$ cat config.mk
export PLATFORM = sky130hd
export DESIGN_NAME = load_store_unit
export DESIGN_NICKNAME = d
export VERILOG_FILES = /design/src/rtl/load_store_unit.sv
export SDC_FILE = /design/constraint.sdc
export NUM_CORES = 1
export LEC_CHECK = 0
export CAP_MARGIN = 40
export CORE_MARGIN = 3
export CORE_UTILIZATION = 35
export CTS_CLUSTER_DIAMETER = 80
export DETAILED_ROUTE_END_ITERATION = 8
export PLACE_DENSITY = 0.6
export SLEW_MARGIN = 20
export SYNTH_ARGS = -nofsm -noshare
export SYNTH_HDL_FRONTEND = slang
export SYNTH_SLANG_ARGS = --single-unit
$ cat constraint.sdc
create_clock -name clk -period 4.4 [get_ports clk]
set_clock_uncertainty 0.05 [all_clocks]
set_input_delay 1.1 -clock clk [delete_from_list [all_inputs] [get_ports clk]]
set_output_delay 1.1 -clock clk [all_outputs]
set_load 0.005 [all_outputs]
$ cat src/rtl/load_store_unit.sv
// Load/store unit: turns byte/half/word requests with byte addresses into
// word-wide memory accesses, using read-modify-write for sub-word stores.
module load_store_unit #(
  parameter int unsigned MEM_WORDS = 128
) (
  input  logic        clk,
  input  logic        reset,
  input  logic        req_valid,
  output logic        req_ready,
  input  logic        req_write,
  input  logic [1:0]  req_size,
  input  logic        req_signed,
  input  logic [31:0] req_addr,
  input  logic [31:0] req_wdata,
  output logic        resp_valid,
  output logic [31:0] resp_rdata,
  output logic        resp_err,
  output logic        mem_W_en,
  output logic [31:0] mem_address,
  output logic [31:0] mem_write_data,
  input  logic [31:0] mem_read_data
);

  typedef enum logic [2:0] {
    S_IDLE,
    S_RD,
    S_CAP,
    S_WR,
    S_RESP
  } state_t;

  typedef enum logic [1:0] {
    SZ_BYTE = 2'b00,
    SZ_HALF = 2'b01,
    SZ_WORD = 2'b10,
    SZ_RSVD = 2'b11
  } size_t;

  localparam logic [29:0] LP_WORDS = 30'(MEM_WORDS);

  state_t      r_state;
  state_t      w_next;
  logic        r_write;
  logic [1:0]  r_size;
  logic        r_signed;
  logic [1:0]  r_lane;
  logic [31:0] r_wdata;

  logic        w_accept;
  logic        w_err;
  logic [7:0]  w_byte;
  logic [15:0] w_half;
  logic [31:0] w_load_data;
  logic [31:0] w_merge_data;

  assign req_ready = (r_state == S_IDLE);
  assign w_accept  = req_valid && req_ready;

  always_comb begin
    w_err = 1'b0;
    if (req_size == SZ_RSVD)                           w_err = 1'b1;
    if ((req_size == SZ_HALF) && req_addr[0])          w_err = 1'b1;
    if ((req_size == SZ_WORD) && (req_addr[1:0] != 2'b00)) w_err = 1'b1;
    if (req_addr[31:2] >= LP_WORDS)                    w_err = 1'b1;
  end

  always_ff @(posedge clk) begin
    if (reset) begin
      r_state <= S_IDLE;
    end else begin
      r_state <= w_next;
    end
  end

  always_comb begin
    w_next = r_state;
    case (r_state)
      S_IDLE: begin
        if (w_accept) begin
          if (w_err)                                   w_next = S_RESP;
          else if (req_write && (req_size == SZ_WORD)) w_next = S_WR;
          else                                         w_next = S_RD;
        end
      end
      S_RD:    w_next = S_CAP;
      S_CAP:   w_next = r_write ? S_WR : S_RESP;
      S_WR:    w_next = S_RESP;
      S_RESP:  w_next = S_IDLE;
      default: w_next = S_IDLE;
    endcase
  end

  // Request fields are only sampled on accept; they are don't-care afterwards.
  always_ff @(posedge clk) begin
    if (reset) begin
      r_write  <= 1'b0;
      r_size   <= '0;
      r_signed <= 1'b0;
      r_lane   <= '0;
      r_wdata  <= '0;
    end else if (w_accept) begin
      r_write  <= req_write;
      r_size   <= req_size;
      r_signed <= req_signed;
      r_lane   <= req_addr[1:0];
      r_wdata  <= req_wdata;
    end
  end

  always_comb begin
    w_byte = mem_read_data[7:0];
    case (r_lane)
      2'd0:    w_byte = mem_read_data[7:0];
      2'd1:    w_byte = mem_read_data[15:8];
      2'd2:    w_byte = mem_read_data[23:16];
      default: w_byte = mem_read_data[31:24];
    endcase
    w_half = r_lane[1] ? mem_read_data[31:16] : mem_read_data[15:0];

    w_load_data = mem_read_data;
    if (r_size == SZ_BYTE) begin
      w_load_data = {{24{r_signed & w_byte[7]}}, w_byte};
    end else if (r_size == SZ_HALF) begin
      w_load_data = {{16{r_signed & w_half[15]}}, w_half};
    end
  end

  // Read-modify-write merge: only the addressed lane takes new store data.
  always_comb begin
    w_merge_data = mem_read_data;
    if (r_size == SZ_BYTE) begin
      case (r_lane)
        2'd0:    w_merge_data[7:0]   = r_wdata[7:0];
        2'd1:    w_merge_data[15:8]  = r_wdata[7:0];
        2'd2:    w_merge_data[23:16] = r_wdata[7:0];
        default: w_merge_data[31:24] = r_wdata[7:0];
      endcase
    end else if (r_size == SZ_HALF) begin
      if (r_lane[1]) w_merge_data[31:16] = r_wdata[15:0];
      else           w_merge_data[15:0]  = r_wdata[15:0];
    end else begin
      w_merge_data = r_wdata;
    end
  end

  always_ff @(posedge clk) begin
    if (reset) begin
      mem_W_en       <= 1'b0;
      mem_address    <= '0;
      mem_write_data <= '0;
      resp_valid     <= 1'b0;
      resp_rdata     <= '0;
      resp_err       <= 1'b0;
    end else begin
      mem_W_en   <= (w_next == S_WR);
      resp_valid <= (w_next == S_RESP);
      case (r_state)
        S_IDLE: begin
          if (w_accept) begin
            if (w_err) begin
              resp_err   <= 1'b1;
              resp_rdata <= '0;
            end else begin
              mem_address <= {2'b00, req_addr[31:2]};
              if (req_write && (req_size == SZ_WORD)) begin
                mem_write_data <= req_wdata;
              end
            end
          end
        end
        S_CAP: begin
          if (r_write) begin
            mem_write_data <= w_merge_data;
          end else begin
            resp_rdata <= w_load_data;
            resp_err   <= 1'b0;
          end
        end
        S_WR: begin
          resp_rdata <= '0;
          resp_err   <= 1'b0;
        end
        default: ;
      endcase
    end
  end

endmodule

==> results of run 1 <==
[where the power goes]
group          internal (W)  switching, W  total, W
clock network      0.000803      0.000635   0.00144
logic              0.000171      0.000187  0.000358
registers           0.00127     0.0000297   0.00130
total               0.00225      0.000851   0.00310
[metal layers]
metal | global-route usage, % | share of wire, % | wire [um]
met2 | 33.16 | 44 | 10040
met1 | 31.78 | 46 | 10710
met3 | 6.722 | 8.1 | 1876
met5 | 0 | 0 | 0
met4 | 5.946 | 1.9 | 429
[worst min-delay path: stages, from the launching register on]
cell and delay [ns]:
dfxtp_1 0.30, nand2_1 0.05, a21oi_1 0.05
[kinds of logic after synthesis]
group | Yosys count
flip-flops | 138
buffers and inverters | 76
multiplexers | 68
AND/OR/NAND/NOR | 255
AO/OA/AOI/OAI | 225
other | 1
[area by class of cell]
type	instances	area share [%]
Multi-Input combinational cell	550	37.56
Timing Repair Buffer	221	23.19
Tap cell	229	3.073
Inverter	7	0.2818
Clock buffer	17	4.562
Clock inverter	15	1.717
Sequential cell	138	29.63
[per-stage QoR]
stage               hold WS [ns]  setup WS, ns  cell area [sq um]
floorplan                 0.3819         1.701               6603
CTS                       0.4011         1.280               9318
finish                    0.4012         1.279               9325
global route              0.4241         1.136               9325
global placement          0.3877        0.8647               8715
detailed placement        0.3923        0.8225               8732
[state kept, by name, indices dropped and copies added (netlist names)]
register	cells
mem_W_en	1
mem_address	30
mem_write_data	32
r_lane	2
r_signed	1
r_size	2
r_state	3
r_wdata	32
r_write	1
resp_err	1
resp_rdata	32
resp_valid	1
[cell usage in the layout (no fill, tap or decap), types with 14 or more instances in the layout]
cell	count
a21oi_1	71
and2_1	26
and4_1	14
buf_4	20
clkbuf_16	17
clkdlybuf4s50_1	199
dfxtp_1	138
mux2_2	17
mux2i_1	48
nand2_1	133
nor2_1	21
nor2b_1	15
o211ai_1	15
o21ai_0	35
o22ai_1	24
[final timing paths]
check | startpoint | endpoint | slack, ns | depth (start not counted)
setup reg to reg | r_state[2] | mem_write_data[22] | 1.71 | 6
hold reg to reg | r_wdata[28] | r_wdata[28] | 0.40 | 2
setup / recovery | req_size[0] | mem_write_data[22] | 1.28 | 7
hold / removal | r_wdata[28] | r_wdata[28] | 0.40 | 2
==> run metrics, run 1 <==
adder-cell area share of the yosys netlist 0%; register area 2763 sq um; count leader, synth dfxtp_1; # rows 49; worst rel slew slack 47.09%; I/O Pins 203; unrepaired setup endpoints after global routing no; post-layout min period 3.121 ns; Layout area overhead 41.32%; Post-CTS Hold Buffers 0; clk slew on worst S/H paths 0.06 ns; GPL Wtd Cong 0.8785; first-pass GRT wire length 35740 um; PwrDens 332.3 nW/um^2; worst-margin pin slew 0.7936 ns; dominant synthesized flop cell dfxtp_1; Synthesis Warnings 0; async set or reset register ratio after synthesis 0%; endpoints failing setup 0; vias in the first global route 6156; share of cells above drive strength 1 9.916%; via count 6446; CP Max Fanout 29; Yosys top cell by area dfxtp_1; #FFs+latches synth 138; Critical Path RT 4.67 ns; sequential-to-total area share from yosys stat 41.87%; Synth Area in Simple Gates 19.25%; routed wire length 23060 um; cts repair resizes 0; Cells after Synth 763; number of synthesized flops with an enable pin 0; gr usage total 22.35%; die width 143.3 um; CP max stage cell nand2_1; Layout Utilization 51.04%; Longest Clk Path Bufs 2; Skew-Pair Late Insertion Delay 0.43 ns; fillcell total 1744; critical-path cell list clkdlybuf4s50_1, and3b_1, a211o_1, nand4_1, buf_4, nand2_1, a41o_1; Achievable Freq 320.4 MHz; Max rail drop VDD 0.0002750 V; CTS tree done; Worst setup EP type flip-flop; Crit Path Category in2reg; H-tree depth 4; Slowest Stage Delay on Critical Path 0.53 ns; Synth Area in Compound Gates 22.64%; endpoints failing hold 0; first-pass iteration count of the detailed router 5; Synth top area share 41.87%; Arrival @ worst endpoint 3.39 ns; main combinational cell family by area after synthesis compound AO/OA/AOI/OAI gates; Tot Pwr 0.003099 W; area occupied by multi-input gates 3502 sq um; Setup TNS 0 ns; Cell variety after synth 58; status complete, no violations; Vias per Instance 5.477; remaining antenna violation count after routing 0; total clock sinks 138; Cells after DPL 1144; Synth Cell Area 6599 sq um; cell family with most CP delay simple AND/OR/NAND/NOR gates; fin crit share 70.93%; most frequent cells after synthesis dfxtp_1, nand2_1, a21oi_1; CTS buffer count 17; mux share of post-synthesis cell area 10.86%; leakage power 3.556 nW; Final Non-Filler Cells 1177; Synth Area in XOR/XNOR 0%; clock root buffer clkbuf_16; initial DRC count 617; Hold Path Class reg2reg; Syn Area/Cell 8.649 sq um; total grt overflow 0; fin nets 1038; HPWL Detailed 16220 um; wire length per cell 19.59 um; Die Y 143.3 um; initial antenna violation count 0; Startpoint Class input pin; pin count of the biggest net entering global routing 72; Slew Viols, Final 0; maxcap violations 0; Worst Path Buf+Inv 2; top cells by area, synth dfxtp_1, nand2_1, mux2i_1, a21oi_1, mux2_2; # diodes 0; Initial Utilization 36.12%; CORE AREA 18270 sq um; Post-CTS Setup Inserts 0; die area 20540 sq um; drt drc 0; Port Buffers 200
Note: power is estimated with default switching activity, not from simulation.
==> inputs of run 2 (changes only) <==
==> constraint.sdc (replaced) <==
create_clock -name clk -period 2.9 [get_ports clk]
set_clock_uncertainty 0.05 [all_clocks]
set_input_delay 0.725 -clock clk [delete_from_list [all_inputs] [get_ports clk]]
set_output_delay 0.725 -clock clk [all_outputs]
set_load 0.005 [all_outputs]
==> run metrics, run 2 (synthesis results as in run 1) <==
vias in the first global route 6357 (+3.3%); remaining antenna violation count after routing 0 (unchanged); routed wire length 23320 um (+1.1%); die width 143.3 um (unchanged); post-route cell area 9559 sq um (+2.5%); Layout area overhead 44.86%; total grt overflow 0 (unchanged); instance count on the critical path 2 (-5); Slowest Stage Delay on Critical Path 0.59 ns (+0.06 ns); Placed Area 8942 sq um (+2.4%); Cells after DPL 1160 (+1.4%); Critical Path RT 2.12 ns (-2.55 ns); GPL Wtd Cong 0.8804 (+0.22%); post-layout min period 2.613 ns; Die Y 143.3 um (unchanged); Post-CTS Hold Buffers 0 (unchanged); die area 20540 sq um (unchanged); H-tree depth 4 (unchanged); initial DRC count 567 (-8.1%); cts repair resizes 0 (unchanged); most common cell after layout, fill and taps aside clkdlybuf4s50_1; first-pass GRT wire length 36400 um (+1.8%); # diodes 0 (unchanged); HPWL Detailed 16760 um (+3.3%); Crit Path Category reg2out; Arrival @ worst endpoint 1.84 ns (-1.55 ns); wire length per cell 19.56 um (-0.15%); FF-to-FF Start r_lane[1]; crit path to req_ready; fin crit share 90.10%; unrepaired setup endpoints after global routing no; crit path from r_state[2]; cell family with most CP delay buffers and inverters; R2R Setup Slk 0.50 ns (-1.21 ns); leakage power 3.681 nW (+3.5%); reg-to-reg endpoint mem_write_data[10]; Startpoint Class flip-flop; CORE AREA 18270 sq um (unchanged); top flop regs mem_write_data (32), r_wdata (32), resp_rdata (32); I/O Pins 203 (unchanged); Tot Pwr 0.004826 W (+56%); # rows 49 (unchanged); Achievable Freq 382.7 MHz; initial antenna violation count 2 (+2); drt drc 0 (unchanged); maxcap violations 0 (unchanged); Longest Clk Path Bufs 2 (unchanged); worst-margin pin slew 0.6951 ns (-0.09854 ns); first-pass iteration count of the detailed router 5 (unchanged); fin nets 1053 (+1.4%); critical-path cell list nor3_2, clkdlybuf4s50_1; endpoints failing hold 0 (unchanged); Worst setup EP type primary output; Post-CTS Setup Inserts 0 (unchanged); area occupied by multi-input gates 3500 sq um (about the same); worst rel slew slack 52.46% (+5.4 points); clock root buffer clkbuf_16; clk slew on worst S/H paths 0.06 ns (about the same); fillcell total 1707 (-2.1%); worst reg-to-reg path cell count 5 (-1); Final Non-Filler Cells 1192 (+1.3%); Max rail drop VDD 0.0004315 V (+57%); CTS buffer count 17 (unchanged); CP max stage cell clkdlybuf4s50_1; register area 2763 sq um (unchanged); Initial Utilization 36.12% (unchanged); gr usage total 22.55% (+0.20 points); Skew-Pair Late Insertion Delay 0.42 ns (about the same); Hold Path Class reg2reg; via count 6511 (+1.0%); endpoints failing setup 0 (unchanged); Vias per Instance 5.462 (-0.26%); pin count of the biggest net entering global routing 74 (+2.8%); commonest cells after routing, fill and taps aside clkdlybuf4s50_1, dfxtp_1, nand2_1; Layout Utilization 52.32% (+1.3 points); share of cells above drive strength 1 11.21% (+1.3 points); CTS tree done; Worst Path Buf+Inv 1 (-1); Port Buffers 200 (unchanged); Slew Viols, Final 0 (unchanged); PwrDens 504.8 nW/um^2 (+52%); total clock sinks 138 (unchanged); status complete, no violations; CP Max Fanout 10 (-66%)
-- run 2: per-layer routing --
| metal | global-route usage (%) | share of wire [%] | vias to the layer above |
|---|---|---|---|
| li1 | - | - | 3148 |
| met4 | 5.005 | 1.5 | 4 |
| met3 | 6.556 | 8.6 | 34 |
| met5 | 0 | 0.12 | - |
| met2 | 35.01 | 44 | 281 |
| met1 | 31.31 | 45 | 3044 |
-- run 2: area by class of cell --
class,instances,area share [%]
multi-input combinational,550,36.61
sequential,138,28.90
timing repair buffer,236,24.76
clock buffer,17,4.450
tap,229,2.997
clock inverter,15,2.003
inverter,7,0.2749
-- run 2: per-stage QoR --
| stage | hold slack [ns] | setup TNS, ns | worst slack [ns] |
|---|---|---|---|
| 2_1_floorplan | 0.3819 | 0 | 0.5755 |
| 3_3_place_gp | 0.3873 | -0.1245 | -0.1001 |
| 3_5_place_dp | 0.3895 | 0 | 0.01396 |
| 4_1_cts | 0.4011 | 0 | 0.2570 |
| 5_1_grt | 0.4135 | 0 | 0.1841 |
| 6_report | 0.3986 | 0 | 0.2870 |
-- run 2: how the worst min path moves through the flow --
stage / start / endpoint / slack [ns] / depth (start not counted)
final: r_wdata[29] / r_wdata[29] / 0.40 / 2
after global routing: mem_write_data[28] / mem_write_data[28] / 0.41 / 2
after CTS: r_wdata[29] / r_wdata[29] / 0.40 / 2
after detailed placement: mem_write_data[28] / mem_write_data[28] / 0.39 / 2
after global placement: r_wdata[26] / r_wdata[26] / 0.39 / 2
after floorplan: r_wdata[24] / r_wdata[24] / 0.38 / 2
-- run 2: power by group --
part | total, W | switching (W) | internal [W]
Combinational | 0.000566 | 0.000293 | 0.000272
Sequential | 0.00197 | 0.0000388 | 0.00193
Clock | 0.00229 | 0.000970 | 0.00132
-- run 2: worst register-to-register path, stage by stage, from the launching register on --
cell,delay [ns]
dfxtp_1,0.43
or4b_4,0.68
o2111a_4,0.22
nor2b_1,0.14
a2111oi_0,0.62
a21o_1,0.21
